$ cat src/rtl/kogge_stone_adder_pipe_pkg.sv
// Shared helpers for the pipelined Kogge-Stone adder: sizing functions and the (G,P) pair type.
package kogge_stone_adder_pipe_pkg;

  typedef struct packed {
    logic g;
    logic p;
  } gp_t;

  function automatic int clog2(input int n);
    int r;
    r = 0;
    while ((1 << r) < n) r++;
    return r;
  endfunction

  // Number of registered prefix groups; the last group may hold fewer levels.
  function automatic int ngrp(input int width, input int lps);
    return (clog2(width) + lps - 1) / lps;
  endfunction

  function automatic int lat(input int width, input int lps);
    return ngrp(width, lps) + 2;
  endfunction

endpackage

$ cat src/rtl/kogge_stone_adder_pipe_prefix_level.sv
// One combinational Kogge-Stone level: bit i absorbs the group ending DIST bits below it.
module kogge_stone_adder_pipe_prefix_level
  import kogge_stone_adder_pipe_pkg::*;
#(
  parameter int WIDTH = 32,
  parameter int DIST  = 1
) (
  input  gp_t [WIDTH-1:0] gp_in,
  output gp_t [WIDTH-1:0] gp_out
);

  always_comb begin
    gp_out = gp_in;
    for (int i = DIST; i < WIDTH; i++) begin
      gp_out[i].g = gp_in[i].g | (gp_in[i].p & gp_in[i-DIST].g);
      gp_out[i].p = gp_in[i].p & gp_in[i-DIST].p;
    end
  end

endmodule

$ cat src/rtl/kogge_stone_adder_pipe.sv
// Pipelined Kogge-Stone adder: G/P stage, ceil(log2(WIDTH)/LPS) prefix stages, registered sum.
// Latency NGRP+2; global stall, in_ready = ~out_valid | out_ready, so a held result freezes every stage.
module kogge_stone_adder_pipe
  import kogge_stone_adder_pipe_pkg::*;
#(
  parameter int WIDTH = 32,
  parameter int LPS   = 2
) (
  input  logic             clk,
  input  logic             reset,
  input  logic             in_valid,
  output logic             in_ready,
  input  logic [WIDTH-1:0] in_a,
  input  logic [WIDTH-1:0] in_b,
  input  logic             in_cin,
  output logic             out_valid,
  input  logic             out_ready,
  output logic [WIDTH-1:0] out_sum,
  output logic             out_cout,
  output logic             out_ovf
);

  localparam int LEVELS = clog2(WIDTH);
  localparam int NGRP   = ngrp(WIDTH, LPS);

  gp_t  [WIDTH-1:0] gp_q    [NGRP+1];
  gp_t  [WIDTH-1:0] gp_d    [NGRP+1];
  logic [WIDTH-1:0] p_q     [NGRP+1];
  logic [WIDTH-1:0] p_d     [NGRP+1];
  logic [NGRP:0]    cin_q, cin_d, vld_q, vld_d;
  logic [WIDTH-1:0] out_sum_q, out_sum_d;
  logic             out_valid_q, out_valid_d;
  logic             out_cout_q, out_cout_d;
  logic             out_ovf_q, out_ovf_d;
  logic             adv;
  logic [WIDTH-1:0] g_fin;
  gp_t  [WIDTH-1:0] lvl_out [LEVELS];
  gp_t  [WIDTH-1:0] grp_out [1:NGRP];

  // Each group starts from the stage register and chains its levels combinationally.
  for (genvar l = 0; l < LEVELS; l++) begin : g_lvl
    gp_t [WIDTH-1:0] lvl_in;
    if (l % LPS == 0) begin : g_first
      assign lvl_in = gp_q[l / LPS];
    end else begin : g_chain
      assign lvl_in = lvl_out[l-1];
    end
    kogge_stone_adder_pipe_prefix_level #(
      .WIDTH(WIDTH),
      .DIST (1 << l)
    ) u_level (
      .gp_in (lvl_in),
      .gp_out(lvl_out[l])
    );
  end

  for (genvar k = 1; k <= NGRP; k++) begin : g_grp
    localparam int LAST = ((k * LPS < LEVELS) ? k * LPS : LEVELS) - 1;
    assign grp_out[k] = lvl_out[LAST];
  end

  always_comb begin
    for (int i = 0; i < WIDTH; i++) g_fin[i] = gp_q[NGRP][i].g;
  end

  always_comb begin
    adv         = ~out_valid_q | out_ready;
    gp_d        = gp_q;
    p_d         = p_q;
    cin_d       = cin_q;
    vld_d       = vld_q;
    out_valid_d = out_valid_q;
    out_sum_d   = out_sum_q;
    out_cout_d  = out_cout_q;
    out_ovf_d   = out_ovf_q;
    if (adv) begin
      vld_d[0] = in_valid;
      cin_d[0] = in_cin;
      p_d[0]   = in_a ^ in_b;
      for (int i = 0; i < WIDTH; i++) begin
        gp_d[0][i].p = in_a[i] ^ in_b[i];
        gp_d[0][i].g = in_a[i] & in_b[i];
      end
      // Folding cin into bit 0 makes G[i] the true carry out of bit i.
      gp_d[0][0].g = (in_a[0] & in_b[0]) | ((in_a[0] ^ in_b[0]) & in_cin);
      for (int k = 1; k <= NGRP; k++) begin
        gp_d[k]  = grp_out[k];
        p_d[k]   = p_q[k-1];
        cin_d[k] = cin_q[k-1];
        vld_d[k] = vld_q[k-1];
      end
      out_valid_d = vld_q[NGRP];
      out_sum_d   = p_q[NGRP] ^ {g_fin[WIDTH-2:0], cin_q[NGRP]};
      out_cout_d  = g_fin[WIDTH-1];
      out_ovf_d   = g_fin[WIDTH-1] ^ g_fin[WIDTH-2];
    end
  end

  always_ff @(posedge clk) begin
    if (reset) begin
      for (int k = 0; k <= NGRP; k++) begin
        gp_q[k] <= '0;
        p_q[k]  <= '0;
      end
      cin_q       <= '0;
      vld_q       <= '0;
      out_valid_q <= 1'b0;
      out_sum_q   <= '0;
      out_cout_q  <= 1'b0;
      out_ovf_q   <= 1'b0;
    end else begin
      gp_q        <= gp_d;
      p_q         <= p_d;
      cin_q       <= cin_d;
      vld_q       <= vld_d;
      out_valid_q <= out_valid_d;
      out_sum_q   <= out_sum_d;
      out_cout_q  <= out_cout_d;
      out_ovf_q   <= out_ovf_d;
    end
  end

  assign in_ready  = adv;
  assign out_valid = out_valid_q;
  assign out_sum   = out_sum_q;
  assign out_cout  = out_cout_q;
  assign out_ovf   = out_ovf_q;

endmodule

$ cat config.mk
export PLATFORM = sky130hd
export DESIGN_NAME = kogge_stone_adder_pipe
export DESIGN_NICKNAME = d
export VERILOG_FILES = /design/src/rtl/kogge_stone_adder_pipe_pkg.sv /design/src/rtl/kogge_stone_adder_pipe_prefix_level.sv /design/src/rtl/kogge_stone_adder_pipe.sv
export SDC_FILE = /design/constraint.sdc
export NUM_CORES = 1
export LEC_CHECK = 0
export ABC_CLOCK_PERIOD_IN_PS = 1200
export CORE_MARGIN = 1
export CORE_UTILIZATION = 30
export DETAILED_ROUTE_END_ITERATION = 10
export GPL_TIMING_DRIVEN = 0
export PLACE_DENSITY_LB_ADDON = 0.05
export SLEW_MARGIN = 20
export SYNTH_ARGS = -nofsm -noshare
export SYNTH_HDL_FRONTEND = slang
export SYNTH_HIERARCHICAL = 1
export SYNTH_SLANG_ARGS = --single-unit
$ cat constraint.sdc
create_clock -name clk -period 1.2 [get_ports clk]
set_input_delay 0.24 -clock clk [delete_from_list [all_inputs] [get_ports clk]]
set_output_delay 0.24 -clock clk [all_outputs]
set_load 0.02 [all_outputs]
==> results of run 1 <==
worst max-delay path: stages (launching register included):
cell	delay, ns
dfxtp_4	0.34
nor2b_4	0.15
buf_12	0.13
inv_16	0.04
buf_12	0.12
buf_12	0.11
buf_8	0.12
state kept, by name (all words and copies together), names as in the netlist:
signal	count
g_fin	32
out_sum	32
out_cout	1
out_ovf	1
out_valid	1
cin_q	4
p_q	127
g_lvl.lvl_in	141
vld_q	4
power by group:
group	total [W]	switching [W]	internal (W)	leakage [nW]
Clock	0.0120	0.00496	0.00700	0.635
Sequential	0.0122	0.000400	0.0118	2.81
Combinational	0.00206	0.00106	0.000997	5.19
Total	0.0262	0.00642	0.0198	8.64
cell type report:
type,count,area [um2]
Buffer,147,1430
Clock buffer,62,1220
Clock inverter,8,47.5
Fill cell,4862,27400
Inverter,1,20.0
Multi-Input combinational cell,1288,7610
Sequential cell,343,6910
Tap cell,615,769
Timing Repair Buffer,182,2470
routing by layer:
layer	GRT usage, %	vias to the layer above
met5	0	-
met4	4.63	0
met3	3.46	62
met2	34.0	176
met1	28.8	5967
li1	-	6293
cell usage in the layout (no fill, tap or decap), types with 2 or more instances in the layout:
master           count
clkdlybuf4s50_1     67
bufbuf_16            3
nor2_2               4
nand2_1            465
xnor2_1             33
clkbuf_1            42
buf_12              35
nand2_2             89
clkbuf_8            12
inv_6                2
a21oi_2             53
buf_4               60
buf_16              12
dfxtp_1            308
nand2_8              2
buf_2               10
dfxtp_2             34
nor2_1              32
and2_2              14
a211oi_1             5
buf_6               66
a21oi_1            255
clkinv_2             6
nand2_4             60
clkbuf_16           56
a21o_1             129
and2_1              84
buf_8               22
a211oi_2            29
buf_1                4
ha_1                32
stage by stage:
stage,utilization (%),power (W),setup slack (ns),instances
floorplan,-,0.0132,0.00515,1783
global placement,34.2,0.0141,-1.24,2501
detailed placement,34.2,0.0141,-1.25,2501
CTS,40.5,0.0263,-0.660,2624
global route,42.8,0.0272,-0.667,2646
finish,42.8,0.0262,-0.616,2646
path summary, 6_finish.rpt:
path             start        to  depth (start not counted)
max reg2reg  out_valid    p_q[3]                         10
min reg2reg    p_q[64]   p_q[32]                          2
min           in_valid  vld_q[0]                          3
max          out_valid  in_ready                          6
timing repair:
action                     4_1_cts  5_1_grt
hold endpoints to repair         0        0
pin swaps                       27       74
resized for setup              487      237
buffers inserted                37       14
cloned                          16       15
hold buffers                     0        0
setup endpoints to repair      379      379
==> results.sh, run 1 <==
export IMPL_cts_buffer_depth=3
export IMPL_vias=12500
export IMPL_synth_cells=1783
export IMPL_route_met2_wl_mm=24.7
export IMPL_std_cell_rows=80
export IMPL_drtAntennaViolNets=0
export IMPL_cellLeakagePower_nw=8.64
export IMPL_cp_required_ns=0.96
export IMPL_worstSetupStartpointType="register"
export IMPL_critPathKind="register to output port"
export IMPL_syn_area_mm2=0.0146
export IMPL_top_layer="met4"
export IMPL_wl_mm=53.1
export IMPL_fin_crit_sh_pct=151
export IMPL_timing_final_crit_period_ns=1.82
export IMPL_die_x_um=222
export IMPL_diodes=0
export IMPL_post_dp_cell_area_mm2=0.0164
export IMPL_drive_gt1_share_pct=28.2
export IMPL_drc_errors=0
export IMPL_path_clk_slew_ns=0.06
export IMPL_clkLatencyLatePin_ns=0.58
export IMPL_grt_usage_pct=20.9
export IMPL_r2r_setup_slack_ns=-0.51
export IMPL_gp_congestion=0.846
export IMPL_fin_nets=2104
export IMPL_fin_setup_tns_ns=-132.73
export IMPL_antenna_found_initial=1
export IMPL_drtPass1Iterations=5
export IMPL_violations="setup timing"
export IMPL_drt_initial_drc_count=682
export IMPL_cts_buffers=40
export IMPL_rsz0062_at_grt="true"
export IMPL_power_density_mw_per_mm2=1280
export IMPL_setup_viol=379
export IMPL_portBuffers=103
export IMPL_grt_pass1_vias=12200
export IMPL_ys_warn_count=6
export IMPL_start_util_pct=30.5
export IMPL_critPathMaxFanout=2
export IMPL_areaGrowthSynthToFinish_pct=40.6
export IMPL_max_cap_violations=0
export IMPL_cts_sinks=343
export IMPL_htree_num_levels=2
export IMPL_die_h_um=222
export IMPL_grt_pass1_wl_mm=76.8
export IMPL_stdcell_area_mm2=0.0205
export IMPL_slew_headroom_pct=39.8
export IMPL_fin_skew_ns=0.0309
export IMPL_final_hold_viol_count=0
export IMPL_tightestPinTransition_ns=0.903
export IMPL_wl_met3_mm=1.73
export IMPL_wl_per_cell_um=20.1
export IMPL_syn_area_per_cell_um2=8.17
export IMPL_fmax_mhz=551
export IMPL_ir_drop_uv=722
export IMPL_grt_max_degree=13
export IMPL_routed_via_density=4.72
export IMPL_cts_tree="built"
export IMPL_dieArea_mm2=0.0495
export IMPL_ios=105
export IMPL_slew_viol_final=0
export IMPL_crit_arrival_ns=1.58
export IMPL_endpoint_kind="output port"
export IMPL_finalWorstSetupSlack_ns=-0.616
export IMPL_hpwl_mm=37.7
export IMPL_syn_nets=1884
export IMPL_hold_path_class="input pin to register"
export IMPL_run_status="finished, violations left"
export IMPL_cts_root_buf="clkbuf_16"
export IMPL_grt_overflow=0
export IMPL_drt_met1_wl_mm=25.7
export IMPL_whs_ns=0.216
export IMPL_core_area_mm2=0.0478
No activity file was read; power rests on OpenSTA's default activity.
==> inputs of run 2 (changes only) <==
--- a/config.mk
+++ b/config.mk
@@ -10,6 +10,7 @@
 export CORE_UTILIZATION = 30
 export DETAILED_ROUTE_END_ITERATION = 10
 export GPL_TIMING_DRIVEN = 0
+export HOLD_SLACK_MARGIN = 0.03
 export PLACE_DENSITY_LB_ADDON = 0.05
 export SLEW_MARGIN = 20
 export SYNTH_ARGS = -nofsm -noshare
==> results of run 2 <==
Final layout, timing and power as in run 1 (identical DEF).
